`src/rtl/mem_arbiter_if.sv`:
```
// Bus bundle for mem_arbiter: fetch port, data port and shared memory port.
// The slave view belongs to the arbiter; the master view to its environment
// (core requesters plus memory model).
interface mem_arbiter_if;
  // instruction-fetch requester
  logic        i_if_req;
  logic [31:0] i_if_addr;
  logic        o_if_ack;
  logic [31:0] o_if_rdata;

  // data (MEM stage) requester
  logic        i_dm_req;
  logic        i_dm_we;
  logic [31:0] i_dm_addr;
  logic [31:0] i_dm_wdata;
  logic [31:0] i_dm_wmask;
  logic        o_dm_ack;
  logic [31:0] o_dm_rdata;

  // shared single-ported memory
  logic        o_mem_req;
  logic        o_mem_we;
  logic [31:0] o_mem_addr;
  logic [31:0] o_mem_wdata;
  logic [31:0] o_mem_wmask;
  logic        i_mem_ack;
  logic [31:0] i_mem_rdata;

  modport slave (
    input  i_if_req, i_if_addr,
    output o_if_ack, o_if_rdata,
    input  i_dm_req, i_dm_we, i_dm_addr, i_dm_wdata, i_dm_wmask,
    output o_dm_ack, o_dm_rdata,
    output o_mem_req, o_mem_we, o_mem_addr, o_mem_wdata, o_mem_wmask,
    input  i_mem_ack, i_mem_rdata
  );

  modport master (
    output i_if_req, i_if_addr,
    input  o_if_ack, o_if_rdata,
    output i_dm_req, i_dm_we, i_dm_addr, i_dm_wdata, i_dm_wmask,
    input  o_dm_ack, o_dm_rdata,
    input  o_mem_req, o_mem_we, o_mem_addr, o_mem_wdata, o_mem_wmask,
    output i_mem_ack, i_mem_rdata
  );
endinterface

```
`src/rtl/mem_arbiter.sv`:
```
// Two-requester arbiter sharing one single-ported memory between instruction
// fetch and data access. One outstanding transaction at a time; data wins
// contention unless fetch has been starved for STARVE_LIMIT data grants.
// Every output is a flop, so there is no combinational input-to-output path.
module mem_arbiter #(
  parameter int STARVE_LIMIT = 4  // 1..15
) (
  input  logic         i_clk,
  input  logic         i_rst_n,
  mem_arbiter_if.slave bus
);

  typedef enum logic [1:0] {
    IDLE = 2'd0,
    WAIT = 2'd1,
    DONE = 2'd2
  } state_t;

  typedef enum logic {
    OWN_IF = 1'b0,
    OWN_DM = 1'b1
  } owner_t;

  localparam logic [3:0] LIMIT = 4'(STARVE_LIMIT);

  state_t      state;
  state_t      state_next;
  owner_t      owner;
  logic [3:0]  starve_cnt;

  logic        grant_if;
  logic        grant_dm;
  logic        mem_done;

  logic        mem_req;
  logic        mem_we;
  logic [31:0] mem_addr;
  logic [31:0] mem_wdata;
  logic [31:0] mem_wmask;
  logic        if_ack;
  logic [31:0] if_rdata;
  logic        dm_ack;
  logic [31:0] dm_rdata;

  // Grant decision, only meaningful in IDLE: data first, fetch when starved.
  // NOTE: every always_comb output gets a default before any branch; a path
  // that leaves a signal unassigned would infer a latch.
  always_comb begin
    grant_dm = 1'b0;
    grant_if = 1'b0;
    if (state == IDLE) begin
      grant_dm = bus.i_dm_req && !(bus.i_if_req && (starve_cnt == LIMIT));
      grant_if = bus.i_if_req && !grant_dm;
    end
  end

  // The memory completion only counts while a transaction is outstanding.
  assign mem_done = (state == WAIT) && bus.i_mem_ack;

  // Next-state logic; DONE never looks at the requests so a requester that
  // drops its req the cycle after its ack is not granted twice.
  always_comb begin
    state_next = state;
    unique case (state)
      IDLE:    if (grant_if || grant_dm) state_next = WAIT;
      WAIT:    if (bus.i_mem_ack)        state_next = DONE;
      DONE:    state_next = IDLE;
      default: state_next = IDLE;
    endcase
  end

  // State register.
  // NOTE: sequential state uses non-blocking assignments so every flop
  // samples pre-edge values regardless of process ordering.
  always_ff @(posedge i_clk or negedge i_rst_n) begin
    if (!i_rst_n) state <= IDLE;
    else          state <= state_next;
  end

  // Memory request tracks WAIT; reset drops it at once, abandoning any
  // transaction in flight.
  always_ff @(posedge i_clk or negedge i_rst_n) begin
    if (!i_rst_n) mem_req <= 1'b0;
    else          mem_req <= (state_next == WAIT);
  end

  // Capture the grantee's payload and identity at the grant edge; held
  // unchanged until the next grant, so it is stable throughout WAIT.
  always_ff @(posedge i_clk or negedge i_rst_n) begin
    if (!i_rst_n) begin
      owner     <= OWN_IF;
      mem_we    <= 1'b0;
      mem_addr  <= '0;
      mem_wdata <= '0;
      mem_wmask <= '0;
    end else if (grant_if) begin
      owner     <= OWN_IF;
      mem_we    <= 1'b0;
      mem_addr  <= bus.i_if_addr;
      mem_wdata <= '0;
      mem_wmask <= '0;
    end else if (grant_dm) begin
      owner     <= OWN_DM;
      mem_we    <= bus.i_dm_we;
      mem_addr  <= bus.i_dm_addr;
      mem_wdata <= bus.i_dm_wdata;
      mem_wmask <= bus.i_dm_wmask;
    end
  end

  // Starvation counter: counts data grants made while fetch was waiting.
  always_ff @(posedge i_clk or negedge i_rst_n) begin
    if (!i_rst_n) begin
      starve_cnt <= '0;
    end else if (grant_if) begin
      starve_cnt <= '0;
    end else if (grant_dm) begin
      if (!bus.i_if_req)          starve_cnt <= '0;
      else if (starve_cnt != LIMIT) starve_cnt <= starve_cnt + 4'd1;
    end
  end

  // Requester acks pulse for the single DONE cycle following i_mem_ack.
  always_ff @(posedge i_clk or negedge i_rst_n) begin
    if (!i_rst_n) begin
      if_ack <= 1'b0;
      dm_ack <= 1'b0;
    end else begin
      if_ack <= mem_done && (owner == OWN_IF);
      dm_ack <= mem_done && (owner == OWN_DM);
    end
  end

  // Read data is latched into the grantee's register on completion and held.
  always_ff @(posedge i_clk or negedge i_rst_n) begin
    if (!i_rst_n) begin
      if_rdata <= '0;
      dm_rdata <= '0;
    end else if (mem_done) begin
      if (owner == OWN_IF) if_rdata <= bus.i_mem_rdata;
      else                 dm_rdata <= bus.i_mem_rdata;
    end
  end

  assign bus.o_mem_req   = mem_req;
  assign bus.o_mem_we    = mem_we;
  assign bus.o_mem_addr  = mem_addr;
  assign bus.o_mem_wdata = mem_wdata;
  assign bus.o_mem_wmask = mem_wmask;
  assign bus.o_if_ack    = if_ack;
  assign bus.o_if_rdata  = if_rdata;
  assign bus.o_dm_ack    = dm_ack;
  assign bus.o_dm_rdata  = dm_rdata;

endmodule
```
`src/flat_wrapper.sv`:
```
// flat-port wrapper written by rule: the top's interface ports become plain ports
module mem_arbiter_flat 
#(
  parameter int STARVE_LIMIT = 4          
)
  (i_clk, i_rst_n, bus_i_if_req, bus_i_if_addr, bus_o_if_ack, bus_o_if_rdata, bus_i_dm_req, bus_i_dm_we, bus_i_dm_addr, bus_i_dm_wdata, bus_i_dm_wmask, bus_o_dm_ack, bus_o_dm_rdata, bus_o_mem_req, bus_o_mem_we, bus_o_mem_addr, bus_o_mem_wdata, bus_o_mem_wmask, bus_i_mem_ack, bus_i_mem_rdata);
  mem_arbiter_if bus_i ();
  input  logic i_clk;
  input  logic i_rst_n;
  input wire logic [$bits(bus_i.i_if_req)-1:0] bus_i_if_req;
  input wire logic [$bits(bus_i.i_if_addr)-1:0] bus_i_if_addr;
  output wire logic [$bits(bus_i.o_if_ack)-1:0] bus_o_if_ack;
  output wire logic [$bits(bus_i.o_if_rdata)-1:0] bus_o_if_rdata;
  input wire logic [$bits(bus_i.i_dm_req)-1:0] bus_i_dm_req;
  input wire logic [$bits(bus_i.i_dm_we)-1:0] bus_i_dm_we;
  input wire logic [$bits(bus_i.i_dm_addr)-1:0] bus_i_dm_addr;
  input wire logic [$bits(bus_i.i_dm_wdata)-1:0] bus_i_dm_wdata;
  input wire logic [$bits(bus_i.i_dm_wmask)-1:0] bus_i_dm_wmask;
  output wire logic [$bits(bus_i.o_dm_ack)-1:0] bus_o_dm_ack;
  output wire logic [$bits(bus_i.o_dm_rdata)-1:0] bus_o_dm_rdata;
  output wire logic [$bits(bus_i.o_mem_req)-1:0] bus_o_mem_req;
  output wire logic [$bits(bus_i.o_mem_we)-1:0] bus_o_mem_we;
  output wire logic [$bits(bus_i.o_mem_addr)-1:0] bus_o_mem_addr;
  output wire logic [$bits(bus_i.o_mem_wdata)-1:0] bus_o_mem_wdata;
  output wire logic [$bits(bus_i.o_mem_wmask)-1:0] bus_o_mem_wmask;
  input wire logic [$bits(bus_i.i_mem_ack)-1:0] bus_i_mem_ack;
  input wire logic [$bits(bus_i.i_mem_rdata)-1:0] bus_i_mem_rdata;
  assign bus_i.i_if_req = bus_i_if_req;
  assign bus_i.i_if_addr = bus_i_if_addr;
  assign bus_o_if_ack = bus_i.o_if_ack;
  assign bus_o_if_rdata = bus_i.o_if_rdata;
  assign bus_i.i_dm_req = bus_i_dm_req;
  assign bus_i.i_dm_we = bus_i_dm_we;
  assign bus_i.i_dm_addr = bus_i_dm_addr;
  assign bus_i.i_dm_wdata = bus_i_dm_wdata;
  assign bus_i.i_dm_wmask = bus_i_dm_wmask;
  assign bus_o_dm_ack = bus_i.o_dm_ack;
  assign bus_o_dm_rdata = bus_i.o_dm_rdata;
  assign bus_o_mem_req = bus_i.o_mem_req;
  assign bus_o_mem_we = bus_i.o_mem_we;
  assign bus_o_mem_addr = bus_i.o_mem_addr;
  assign bus_o_mem_wdata = bus_i.o_mem_wdata;
  assign bus_o_mem_wmask = bus_i.o_mem_wmask;
  assign bus_i.i_mem_ack = bus_i_mem_ack;
  assign bus_i.i_mem_rdata = bus_i_mem_rdata;
  mem_arbiter #(.STARVE_LIMIT(STARVE_LIMIT)) u_core (.i_clk(i_clk), .i_rst_n(i_rst_n), .bus(bus_i));
endmodule
```
`config.mk`:
```
export PLATFORM = sky130hd
export DESIGN_NAME = mem_arbiter_flat
export DESIGN_NICKNAME = d
export VERILOG_FILES = /design/src/rtl/mem_arbiter_if.sv /design/src/rtl/mem_arbiter.sv /design/src/flat_wrapper.sv
export SDC_FILE = /design/constraint.sdc
export NUM_CORES = 1
export LEC_CHECK = 0
export ABC_AREA = 1
export CELL_PAD_IN_SITES_DETAIL_PLACEMENT = 0
export CELL_PAD_IN_SITES_GLOBAL_PLACEMENT = 1
export CORE_MARGIN = 2
export CORE_UTILIZATION = 32
export CTS_BUF_LIST = sky130_fd_sc_hd__clkbuf_16
export CTS_CLUSTER_DIAMETER = 30
export DETAILED_ROUTE_END_ITERATION = 8
export GPL_TIMING_DRIVEN = 0
export PLACE_DENSITY_LB_ADDON = 0.1
export SYNTH_ARGS = -nofsm -noshare
export SYNTH_HDL_FRONTEND = slang
export SYNTH_SLANG_ARGS = --single-unit
```
`constraint.sdc`:
```
create_clock -name i_clk -period 3.38 [get_ports i_clk]
set_input_delay 0.507 -clock i_clk [delete_from_list [all_inputs] [get_ports i_clk]]
set_output_delay 0.507 -clock i_clk [all_outputs]
set_load 0.02 [all_outputs]
```
## Word level (Yosys, flattened, before mapping)

Cells that the tools add are included.

| word-level totals | value |
|---|---|
| flip-flop bits (word level) | 171 |
| input port bits | 166 |
| output and inout bits | 164 |

| cells by class | value |
|---|---|
| add/sub/neg operators | 1 |
| equality and inequality tests | 5 |
| multiplexer cells | 19 |
| bitwise gates (word level) | 1 |
| reductions and logical operators | 14 |

Operators with widths:

| operator | number |
|---|---|
| $mux W32 | 6 |
| $mux W4 | 4 |
| $logic_and A1 B1 Y1 | 6 |
| $mux W1 | 6 |
| $reduce_and A2 Y1 | 3 |
| $add A4 B1 Y4 const B | 1 |
| $eq A2 B1 Y1 const B | 2 |
| $eq A4 B3 Y1 const B | 1 |
| $mux W2 | 2 |
| $ne A4 B3 Y1 const B | 1 |
| $pmux W2 S2 | 1 |
| $ne A3 B1 Y1 const B | 1 |
| $logic_not A1 Y1 | 2 |
| $logic_not A2 Y1 | 1 |
| $reduce_bool A2 Y1 | 1 |
| $logic_or A1 B1 Y1 | 1 |
| $not A1 Y1 | 1 |

## Depth between registers and ports, before layout

Gate-level depths: netlist (run 1).

| depth | value |
|---|---|
| depth after elaboration | 11 |
| depth in mapped cells | 11 |
| depth with buffers taken out | 10 |

## Least setup slack after synthesis (run 1)

No wires, ideal clock.

| timing | value |
|---|---|
| kind | reg-to-reg |
| from | register u_core.starve_cnt[0] |
| to | register u_core.mem_addr[11], in the netlist u_core.bus.o_mem_addr[11] |
| setup time | 0.117 ns |
| arrival | 1.348 ns |
| setup slack | 1.915 ns |
| cell stages (with the launch flop) | 12 |
| path buffers | 1 |
| clock period less this slack | 1.465 ns |
| path through | dfrtp_1 -> inv_1 -> ha_1 -> nand2_1 -> inv_1 -> nand2_1 -> nand2_2 -> inv_2 -> clkbuf_1 -> nand2_1 -> nand3_1 -> nand2_1 |

| on the way | value |
|---|---|
| word-level cells in the longest chain between the ends | 8 |

Ends and longest elaborated chain:

| item | line | text |
|---|---|---|
| start: declaration | mem_arbiter.sv:29 | `logic [3:0] starve_cnt;` |
| start signal: assignment | mem_arbiter.sv:119 | `else if (starve_cnt != LIMIT) starve_cnt <= starve_cnt + 4'd1;` |
| $eq A4 B3 Y1 (*) | mem_arbiter.sv:52 | `grant_dm = bus.i_dm_req && !(bus.i_if_req && (starve_cnt == LIMIT));` |
| $logic_and A1 B1 Y1 (*) | mem_arbiter.sv:52 |  |
| $logic_not A1 Y1 (*) | mem_arbiter.sv:52 |  |
| $logic_and A1 B1 Y1 (*) | mem_arbiter.sv:52 |  |
| $logic_not A1 Y1 | mem_arbiter.sv:53 | `grant_if = bus.i_if_req && !grant_dm;` |
| $logic_and A1 B1 Y1 | mem_arbiter.sv:53 |  |
| $mux W1 | mem_arbiter.sv:51 | `if (state == IDLE) begin` |
| $mux W32 / $reduce_bool A2 Y1 (equally long branches) | -- |  |
| end signal: assignment | mem_arbiter.sv:99 | `mem_addr <= bus.i_if_addr;` |
| end signal: assignment | mem_arbiter.sv:105 | `mem_addr <= bus.i_dm_addr;` |
| end: declaration | mem_arbiter.sv:37 | `logic [31:0] mem_addr;` |

Mark *: on every way between the ends. The rest lies on a longest branch, timed or not.
A chain may end at the register's enable or synchronous reset.

## Final worst setup path (run 1)

| timing | value |
|---|---|
| from | register u_core.mem_addr[30], in the netlist u_core.bus.o_mem_addr[30] |
| to | output port bus_o_mem_addr[30] |

RTL lines:

| item | line | text |
|---|---|---|
| end: declaration | flat_wrapper.sv:23 | `output wire logic [$bits(bus_i.o_mem_addr)-1:0] bus_o_mem_addr;` |

No word-level cell between the ends.

==> results of run 1 <==
Yosys cell counts (2+ instances only):
cell type | number | share of area, %
o21ai_0 | 2 | 0.14
nand2_2 | 2 | 0.17
nand2_1 | 301 | 16
dfrtp_1 | 171 | 60
o31ai_1 | 2 | 0.21
clkbuf_1 | 7 | 0.37
o21ai_1 | 65 | 4.5
nand3b_1 | 16 | 1.7
inv_2 | 4 | 0.21
inv_1 | 89 | 4.7
nor2_1 | 5 | 0.26
nand3_1 | 115 | 8.0
buf_2 | 40 | 2.8
ha_1 | 2 | 0.35
buf_4 | 3 | 0.31
power by group:
| group | internal (W) | switching, W |
|---|---|---|
| combinational | 0.00226 | 0.00284 |
| sequential | 0.00295 | 0.000488 |
| clock | 0.000982 | 0.000929 |
| total | 0.00619 | 0.00425 |
per-layer routing:
| layer | vias to the layer above | track usage (%) | wire, µm |
|---|---|---|---|
| met4 | 2 | 8.388 | 755 |
| met1 | 3024 | 26.28 | 10250 |
| met5 | - | 0 | 12 |
| met3 | 47 | 6.370 | 1756 |
| met2 | 237 | 32.02 | 10810 |
| li1 | 3289 | - | - |
final cells by class:
class,instances,area share (%)
inverter,93,3.059
tap,280,3.070
multi-input combinational,515,19.96
buffer,51,2.280
clock inverter,15,1.261
timing repair buffer,330,29.14
sequential,171,37.50
clock buffer,17,3.728
worst min path at each step:
stage / start / endpoint / slack (ns) / depth (start not counted)
after floorplan: i_rst_n / u_core.bus.o_dm_ack / 0.21 / 0
after global placement: u_core.bus.o_mem_wmask[18] / u_core.bus.o_mem_wmask[18] / 0.46 / 2
after detailed placement: u_core.bus.o_mem_wmask[18] / u_core.bus.o_mem_wmask[18] / 0.46 / 2
after CTS: i_rst_n / u_core.bus.o_mem_wdata[10] / 0.0002 / 1
after global routing: i_rst_n / u_core.bus.o_mem_wdata[10] / 0.03 / 1
final: i_rst_n / u_core.bus.o_mem_wdata[10] / 0.003 / 1
through the flow:
| stage | total power (W) | hold WS [ns] |
|---|---|---|
| finish | 0.01045 | 0.003169 |
| global route | 0.01118 | 0.02816 |
| CTS | 0.01060 | 0.0001920 |
| detailed placement | 0.008640 | 0.4646 |
| global placement | 0.008609 | 0.4612 |
| floorplan | 0.005997 | 0.2114 |
flip-flops by register name (all words and copies together), names as in the netlist:
signal and cells:
u_core.bus.o_dm_rdata 32, u_core.bus.o_mem_wdata 32, u_core.starve_cnt 4, u_core.bus.o_mem_wmask 32, u_core.bus.o_mem_addr 32, u_core.bus.o_mem_req 1, u_core.bus.o_dm_ack 1, u_core.bus.o_if_rdata 32
u_core.owner 1, u_core.state 2, u_core.bus.o_if_ack 1, u_core.bus.o_mem_we 1
placed cells by master (no fill, tap or decap), types with 2 or more instances in the layout:
cell type and count:
nor2_1 5, o21ai_0 2, ha_1 2, o21ai_1 65, buf_2 40, clkbuf_16 17, nand3_1 115, clkinv_4 2
dfrtp_1 171, clkdlybuf4s50_1 328, nand3b_1 16, inv_6 6, clkbuf_1 7, inv_2 4, nand2_2 2, buf_4 3
nand2_1 301, inv_8 4, o31ai_1 2, inv_1 89
cell families (layout without fill, tap and decap cells):
kind of cell	Yosys count	after routing	share of synthesized area [%]
simple gates	441	441	26.22
xor+xnor	1	1	0.1222
fa+ha+maj	2	2	0.3491
flops	171	171	59.71
compound gates	71	71	5.098
buf+inv	144	506	8.502
==> qor.txt, run 1 <==
Status - completed
Sequential fraction of the synthesis area - 59.71%
Cell Area, Synth - 7167 µm²
Setup crit end - bus_o_mem_addr[30]
Max Root-Sink Buffers - 2
Worst Max-Slew Pin Slew - 0.6204 ns
Core occupancy in the finished layout - 52.13%
Worst Setup Slack, final - 1.410 ns
Clk Latency, worst-skew pair - 0.43 ns
Die height - 153.7 µm
Routed wire length - 23.59 mm
R2R Path End - u_core.bus.o_mem_addr[29]
Layout overhead on the synthesized area - 59.24%
GPL Wtd Cong - 0.8105
Clock sink count - 171
Setup Viol. Count Final - 0
Crit Reg-Reg Startpoint - u_core.starve_cnt[0]
Area occupied by multi-input gates - 2278 µm²
DRT Pass-1 Iters - 5
Ant diodes - 0
Total track usage - 20.41%
Reg2Reg Setup Slack - 1.52 ns
H-tree levels - 4
Data arrival, critical path - 1.46 ns
Grt total ovfl - 0
Drt drc - 0
Fillers - 2098
Worst Skew - 0.006547 ns
Max_slew headroom - 58.64%
Placed instance area - 10840 µm²
Core ar. - 21890 µm²
Synth warn - 0
Min Tclk post-route - 1.970 ns
Tcrit/Tclk final - 58.29%
Clk pin slew, worst setup/hold paths - 0.07 ns
# rows - 54
CTS tree - done
Cells along the critical path - clkdlybuf4s50_1
Post-synth ARST share - 100.0%
CP max FO - 2
Post-synth EDFFs - 0
CP Capture Type - output pin
Setup TNS - 0 ns
Syn Inst Count - 830
Crit-path leading delay family - buffers and inverters
Crit. path cell count - 1
Average wire per standard cell - 16.02 µm
I/O Pins - 330
Buffer and inverter count on the worst path - 1
Non-filler cells, final - 1472
# resized after CTS - 0
Placed Cells - 1440
Synth Flop Type - dfrtp_1
Routed vias - 6599
Final Hold Vio Count - 0
DP Worst Slack - 1.141 ns
Largest stage delay, worst path - 0.68 ns
Post-synthesis register bit count - 171
Startpoint types - register
# Post-CTS Setup Buffers - 0
Layout cells sized above 1 - 7.215%
Crit Path Category - reg2out
Mapped Avg Cell Area - 8.635 µm²
Vias in the first global route - 6751
Starting Density - 32.74%
Mapped Nets - 998
Port-buffer cells - 329
Post-CTS Hold Buffers - 0
Chip width - 153.7 µm
Initial antenna violation count - 1
CTS Buf Count - 17
Global-route wire length before repair - 37.72 mm
CP Data Required Time - 2.87 ns
RSZ-0062 raised after global routing - no
Pwr per Cell Area - 915.6 nW/µm²
Worst IR Drop VDD - 385.5 µV
Routed Antenna Nets - 0
Synth cell types - 21
Crit path from - u_core.bus.o_mem_addr[30]
Final nets - 1347
Maximum clock frequency - 0.5075 GHz
Via density - 4.483
Reg2reg path depth - 11
Critical path's slowest cell - clkdlybuf4s50_1
Largest net degree at the start of global routing - 114
Die area - 23610 µm²
CTS root buffer - clkbuf_16
Leak - 5.625 nW
Hold Crit Class - in2async
Initial DRC Count - 336
Post-DP HPWL - 17.39 mm
Max-cap viol count - 0
Fin area - 11410 µm²
Max Slew Vio Count - 0
Register Area - 4279 µm²
(Power assumes the default switching activity.)
==> run 2: changes to the inputs <==
CORE_UTILIZATION = 30   (was 32)
clock period = 1.9 ns   (was 3.38 ns; I/O delays follow)
==> qor.txt, run 2 (same netlist as run 1, synthesis figures left out) <==
Global-route wire length before repair - 36.60 mm (-3.0%)
Die area - 25140 µm² (+6.5%)
Leading cell type in the layout, fill and taps excluded - clkdlybuf4s50_1
Non-filler cells, final - 1512 (+2.7%)
Ant diodes - 0 (unchanged)
Tcrit/Tclk final - 91.18%
DRT Pass-1 Iters - 4 (-1)
Vias in the first global route - 6684 (-0.99%)
Initial DRC Count - 314 (-6.5%)
Largest net degree at the start of global routing - 98 (-14%)
H-tree levels - 4 (unchanged)
CP max FO - 2 (unchanged)
I/O Pins - 330 (unchanged)
Max-cap viol count - 0 (unchanged)
Reg2Reg Setup Slack - 0.19 ns (-1.33 ns)
RSZ-0062 raised after global routing - no
Starting Density - 30.53% (-2.2 points)
Final Hold Vio Count - 0 (unchanged)
Chip width - 158.6 µm (+3.2%)
CTS Buf Count - 17 (unchanged)
# Post-CTS Setup Buffers - 0 (unchanged)
Worst Skew - 0.01567 ns (+0.009122 ns)
Total power - 0.01871 W (+79%)
Data arrival, critical path - 1.45 ns (about the same)
Largest stage delay, worst path - 0.66 ns (-0.02 ns)
Pwr per Cell Area - 1625 nW/µm² (+77%)
Register Area - 4279 µm² (unchanged)
CTS root buffer - clkbuf_16
Final nets - 1348 (+0.074%)
CP Data Required Time - 1.62 ns (-1.25 ns)
Reg2reg path depth - 11 (unchanged)
Fillers - 2318 (+10%)
R2R Path End - u_core.bus.o_mem_addr[18]
Maximum clock frequency - 0.5772 GHz
Post-DP HPWL - 17.34 mm (-0.24%)
Worst IR Drop VDD - 766.5 µV (+99%)
Port-buffer cells - 329 (unchanged)
Via density - 4.390 (-2.1%)
Core ar. - 23470 µm² (+7.2%)
Clk Latency, worst-skew pair - 0.44 ns (about the same)
Buffer and inverter count on the worst path - 1 (unchanged)
Clock sink count - 171 (unchanged)
Area occupied by multi-input gates - 2278 µm² (unchanged)
Startpoint types - register
GPL Wtd Cong - 0.7551 (-6.8%)
Hold Crit Class - in2async
Worst Max-Slew Pin Slew - 0.6112 ns (-0.009213 ns)
Crit Path Category - reg2out
Min Tclk post-route - 1.732 ns
CTS tree - done
Status - completed
Layout cells sized above 1 - 7.376% (+0.16 points)
Initial antenna violation count - 1 (unchanged)
Most frequent cells in the layout - clkdlybuf4s50_1, nand2_1, dfrtp_1, nand3_1, inv_1
Setup TNS - 0 ns (unchanged)
Fin area - 11510 µm² (+0.88%)
Grt total ovfl - 0 (unchanged)
Max Slew Vio Count - 0 (unchanged)
Placed Cells - 1479 (+2.7%)
Drt drc - 0 (unchanged)
CP Capture Type - output pin
# rows - 56 (+3.7%)
Routed wire length - 23.60 mm (about the same)
WHS - 0.3796 ns (+0.3765 ns)
Crit Reg-Reg Startpoint - u_core.starve_cnt[0]
Leak - 5.654 nW (+0.52%)
Max Root-Sink Buffers - 2 (unchanged)
Layout overhead on the synthesized area - 60.63%
Max_slew headroom - 59.25% (+0.61 points)
Die height - 158.6 µm (+3.2%)
Routed vias - 6637 (+0.58%)
Crit-path leading delay family - buffers and inverters
Clk pin slew, worst setup/hold paths - 0.08 ns (about the same)
Critical path's slowest cell - clkdlybuf4s50_1
Routed Antenna Nets - 0 (unchanged)
Cells along the critical path - clkdlybuf4s50_1
Setup Viol. Count Final - 0 (unchanged)
Total track usage - 19.07% (-1.3 points)
Average wire per standard cell - 15.61 µm (-2.6%)
Placed instance area - 10890 µm² (+0.45%)
[run 2: worst max-delay path by stage]
| stage | startpoint | to | depth (start not counted) |
|---|---|---|---|
| finish | u_core.bus.o_mem_addr[30] | bus_o_mem_addr[30] | 1 |
| detailed placement | bus_i_if_req | u_core.bus.o_mem_addr[18] | 8 |
| floorplan | u_core.starve_cnt[0] | u_core.bus.o_mem_addr[11] | 11 |
| global route | u_core.starve_cnt[0] | u_core.bus.o_mem_wmask[26] | 11 |
| CTS | u_core.starve_cnt[0] | u_core.bus.o_mem_wdata[21] | 11 |
| global placement | i_rst_n | u_core.bus.o_if_rdata[8] | 1 |
[run 2: layout make-up]
cell class / instances / share of cell area [%]
buffer: 51 / 2.456
tap: 319 / 3.467
timing repair buffer: 331 / 28.98
sequential: 171 / 37.17
inverter: 93 / 3.032
clock buffer: 17 / 3.695
multi-input combinational: 515 / 19.79
clock inverter: 15 / 1.413
[run 2: through the flow]
stage          worst slack (ns)  util (%)
2_1_floorplan            0.4345         -
3_3_place_gp             -7.134     46.26
3_5_place_dp            -0.1994     46.40
5_1_grt                 0.02424     49.05
6_report                 0.1675     49.05
4_1_cts                 0.01227     48.95
[run 2: routing by layer]
metal | vias to the layer above | global-route usage, % | share of wire (%)
li1 | 3297 | - | -
met1 | 3098 | 24.40 | 43
met2 | 216 | 29.95 | 46
met3 | 24 | 7.539 | 9.5
met4 | 2 | 5.405 | 1.4
met5 | - | 0 | 0.055
[run 2: power by group]
part           switching (W)  total, W  internal (W)
registers           0.000859   0.00610       0.00524
logic                0.00505   0.00908       0.00404
clock network        0.00174   0.00352       0.00178
total                0.00765    0.0187        0.0111
[run 2: repair_timing]
item / in CTS / in global routing
endpoints found under the setup margin: 0 / 84
hold buffers: 1 / 0
hold endpoints to repair: 74 / 0
resized for setup: 0 / 13
==> run 3: changes to the inputs <==
clock period = 1.7 ns   (was 1.9 ns; I/O delays follow)
==> qor.txt, run 3 (same netlist as run 1, synthesis figures left out) <==
Status - completed
Total track usage - 19.08% (about the same)
CTS Buf Count - 17 (unchanged)
Drt drc - 0 (unchanged)
Average wire per standard cell - 15.68 µm (+0.50%)
Die height - 158.6 µm (unchanged)
Final Hold Vio Count - 0 (unchanged)
Largest net degree at the start of global routing - 98 (unchanged)
Post-DP HPWL - 17.34 mm (unchanged)
Clock sink count - 171 (unchanged)
Clk pin slew, worst setup/hold paths - 0.08 ns (about the same)
Hold Crit Class - in2async
Max Slew Vio Count - 0 (unchanged)
Worst Max-Slew Pin Slew - 0.6184 ns (+0.007182 ns)
Routed wire length - 23.75 mm (+0.64%)
I/O Pins - 330 (unchanged)
Crit Reg-Reg Startpoint - u_core.starve_cnt[0]
Setup Viol. Count Final - 0 (unchanged)
Die area - 25140 µm² (unchanged)
Leak - 6.641 nW (+17%)
Layout overhead on the synthesized area - 63.08%
Crit Path Category - reg2out
Met3 wire len - 2.197 mm (-1.7%)
Tcrit/Tclk final - 98.17%
GPL Wtd Cong - 0.7551 (unchanged)
CP max FO - 2 (unchanged)
Cells along the critical path - clkdlybuf4s50_1
Max-cap viol count - 0 (unchanged)
R2R Path End - u_core.bus.o_mem_addr[29]
Core ar. - 23470 µm² (unchanged)
Top sig layer - met5
Initial antenna violation count - 1 (unchanged)
Largest stage delay, worst path - 0.63 ns (-0.03 ns)
Starting Density - 30.53% (unchanged)
DRT Pass-1 Iters - 4 (unchanged)
Port-buffer cells - 329 (unchanged)
CTS root buffer - clkbuf_16
Max_slew headroom - 58.77% (-0.48 points)
Routed vias - 6628 (-0.14%)
Worst Setup Slack, final - 0.03117 ns (-0.1364 ns)
Reg2Reg Setup Slack - 0.13 ns (-0.06 ns)
Grt total ovfl - 0 (unchanged)
Reg2reg path depth - 11 (unchanged)
Most frequent cells in the layout - nand2_1, clkdlybuf4s50_1, dfrtp_1, nand3_1, inv_1
Met1 wire length - 10.35 mm (+1.4%)
Global-route wire length before repair - 36.63 mm (about the same)
Final nets - 1350 (+0.15%)
Buffer and inverter count on the worst path - 1 (unchanged)
Worst IR Drop VDD - 817.7 µV (+6.7%)
Worst Skew - 0.01595 ns (+0.0002835 ns)
Data arrival, critical path - 1.41 ns (-0.04 ns)
Startpoint types - register
Maximum clock frequency - 0.5992 GHz
Ant diodes - 0 (unchanged)
DP Worst Slack - -0.3694 ns (-0.1700 ns)
CP Data Required Time - 1.44 ns (-0.18 ns)
Pwr per Cell Area - 1746 nW/µm² (+7.4%)
# rows - 56 (unchanged)
WL met2 - 10.86 mm (+0.45%)
Min Tclk post-route - 1.669 ns
Chip width - 158.6 µm (unchanged)
Routed Antenna Nets - 0 (unchanged)
CTS tree - done
Critical path's slowest cell - clkdlybuf4s50_1
Setup TNS - 0 ns (unchanged)
CP Capture Type - output pin
Clk Latency, worst-skew pair - 0.44 ns (about the same)
Initial DRC Count - 326 (+3.8%)
H-tree levels - 4 (unchanged)
Via density - 4.378 (-0.27%)
Crit-path leading delay family - buffers and inverters
Vias in the first global route - 6689 (+0.075%)
Leading cell type in the layout, fill and taps excluded - nand2_1
Max Root-Sink Buffers - 2 (unchanged)
Layout cells sized above 1 - 7.615% (+0.24 points)
==> run 3: cell count changes in the layout (fill, tap and decap cells not counted), sizes merged <==
cell,previous run,this run
dlygate4sd2,0,54
clkdlybuf4s50,328,211
clkbuf,31,25
dlymetal6s2s,0,63
buf,39,47
==> run 3: power breakdown <==
| group | total (W) | internal (W) | switching [W] |
|---|---|---|---|
| logic | 0.00970 | 0.00403 | 0.00567 |
| clock network | 0.00394 | 0.00199 | 0.00195 |
| registers | 0.00677 | 0.00586 | 0.000912 |
==> run 3: repair_timing <==
| action | in CTS | in global routing |
|---|---|---|
| pin swaps | 0 | 1 |
| hold buffers | 1 | 0 |
| resized for setup | 65 | 81 |
| hold endpoints to repair | 74 | 0 |
| endpoints found under the setup margin | 145 | 156 |
| setup buffers | 0 | 3 |
==> run 3: worst max-delay path by stage <==
stage	start	end	slack [ns]	depth (start not counted)
floorplan	u_core.starve_cnt[0]	u_core.bus.o_mem_addr[11]	0.23	11
global placement	i_rst_n	u_core.bus.o_if_rdata[8]	-7.30	1
detailed placement	bus_i_if_req	u_core.bus.o_mem_addr[18]	-0.37	8
CTS	u_core.bus.o_dm_rdata[3]	bus_o_dm_rdata[3]	0.002	1
global route	u_core.starve_cnt[0]	u_core.bus.o_mem_addr[29]	-0.0009	11
finish	u_core.bus.o_mem_addr[6]	bus_o_mem_addr[6]	0.03	1
==> run 3: layout make-up <==
cell class | instances | area, µm²
Multi-Input combinational cell | 515 | 2291
Sequential cell | 171 | 4279
Tap cell | 319 | 399.1
Clock buffer | 17 | 425.4
Timing Repair Buffer | 334 | 3461
Inverter | 93 | 349.1
Clock inverter | 15 | 162.7
Buffer | 50 | 320.3
Fill cell | 2312 | 11790
==> run 3: metrics by stage <==
step,utilization [%],hold WS [ns],power (W),instances,area (µm²)
floorplan,-,-0.04059,0.01192,830,7167
finish,49.79,0.3394,0.02041,1514,11690
CTS,48.77,0.3384,0.02080,1512,11450
global route,49.79,0.3561,0.02188,1514,11690
detailed placement,46.40,0.2700,0.01718,1479,10890
global placement,46.26,0.4614,0.01712,1478,10860
==> run 3: metal layers <==
metal,GRT usage [%],up-vias
li1,-,3302
met1,24.38,3095
met2,30.04,206
met3,7.485,23
met4,5.405,2
met5,0,-
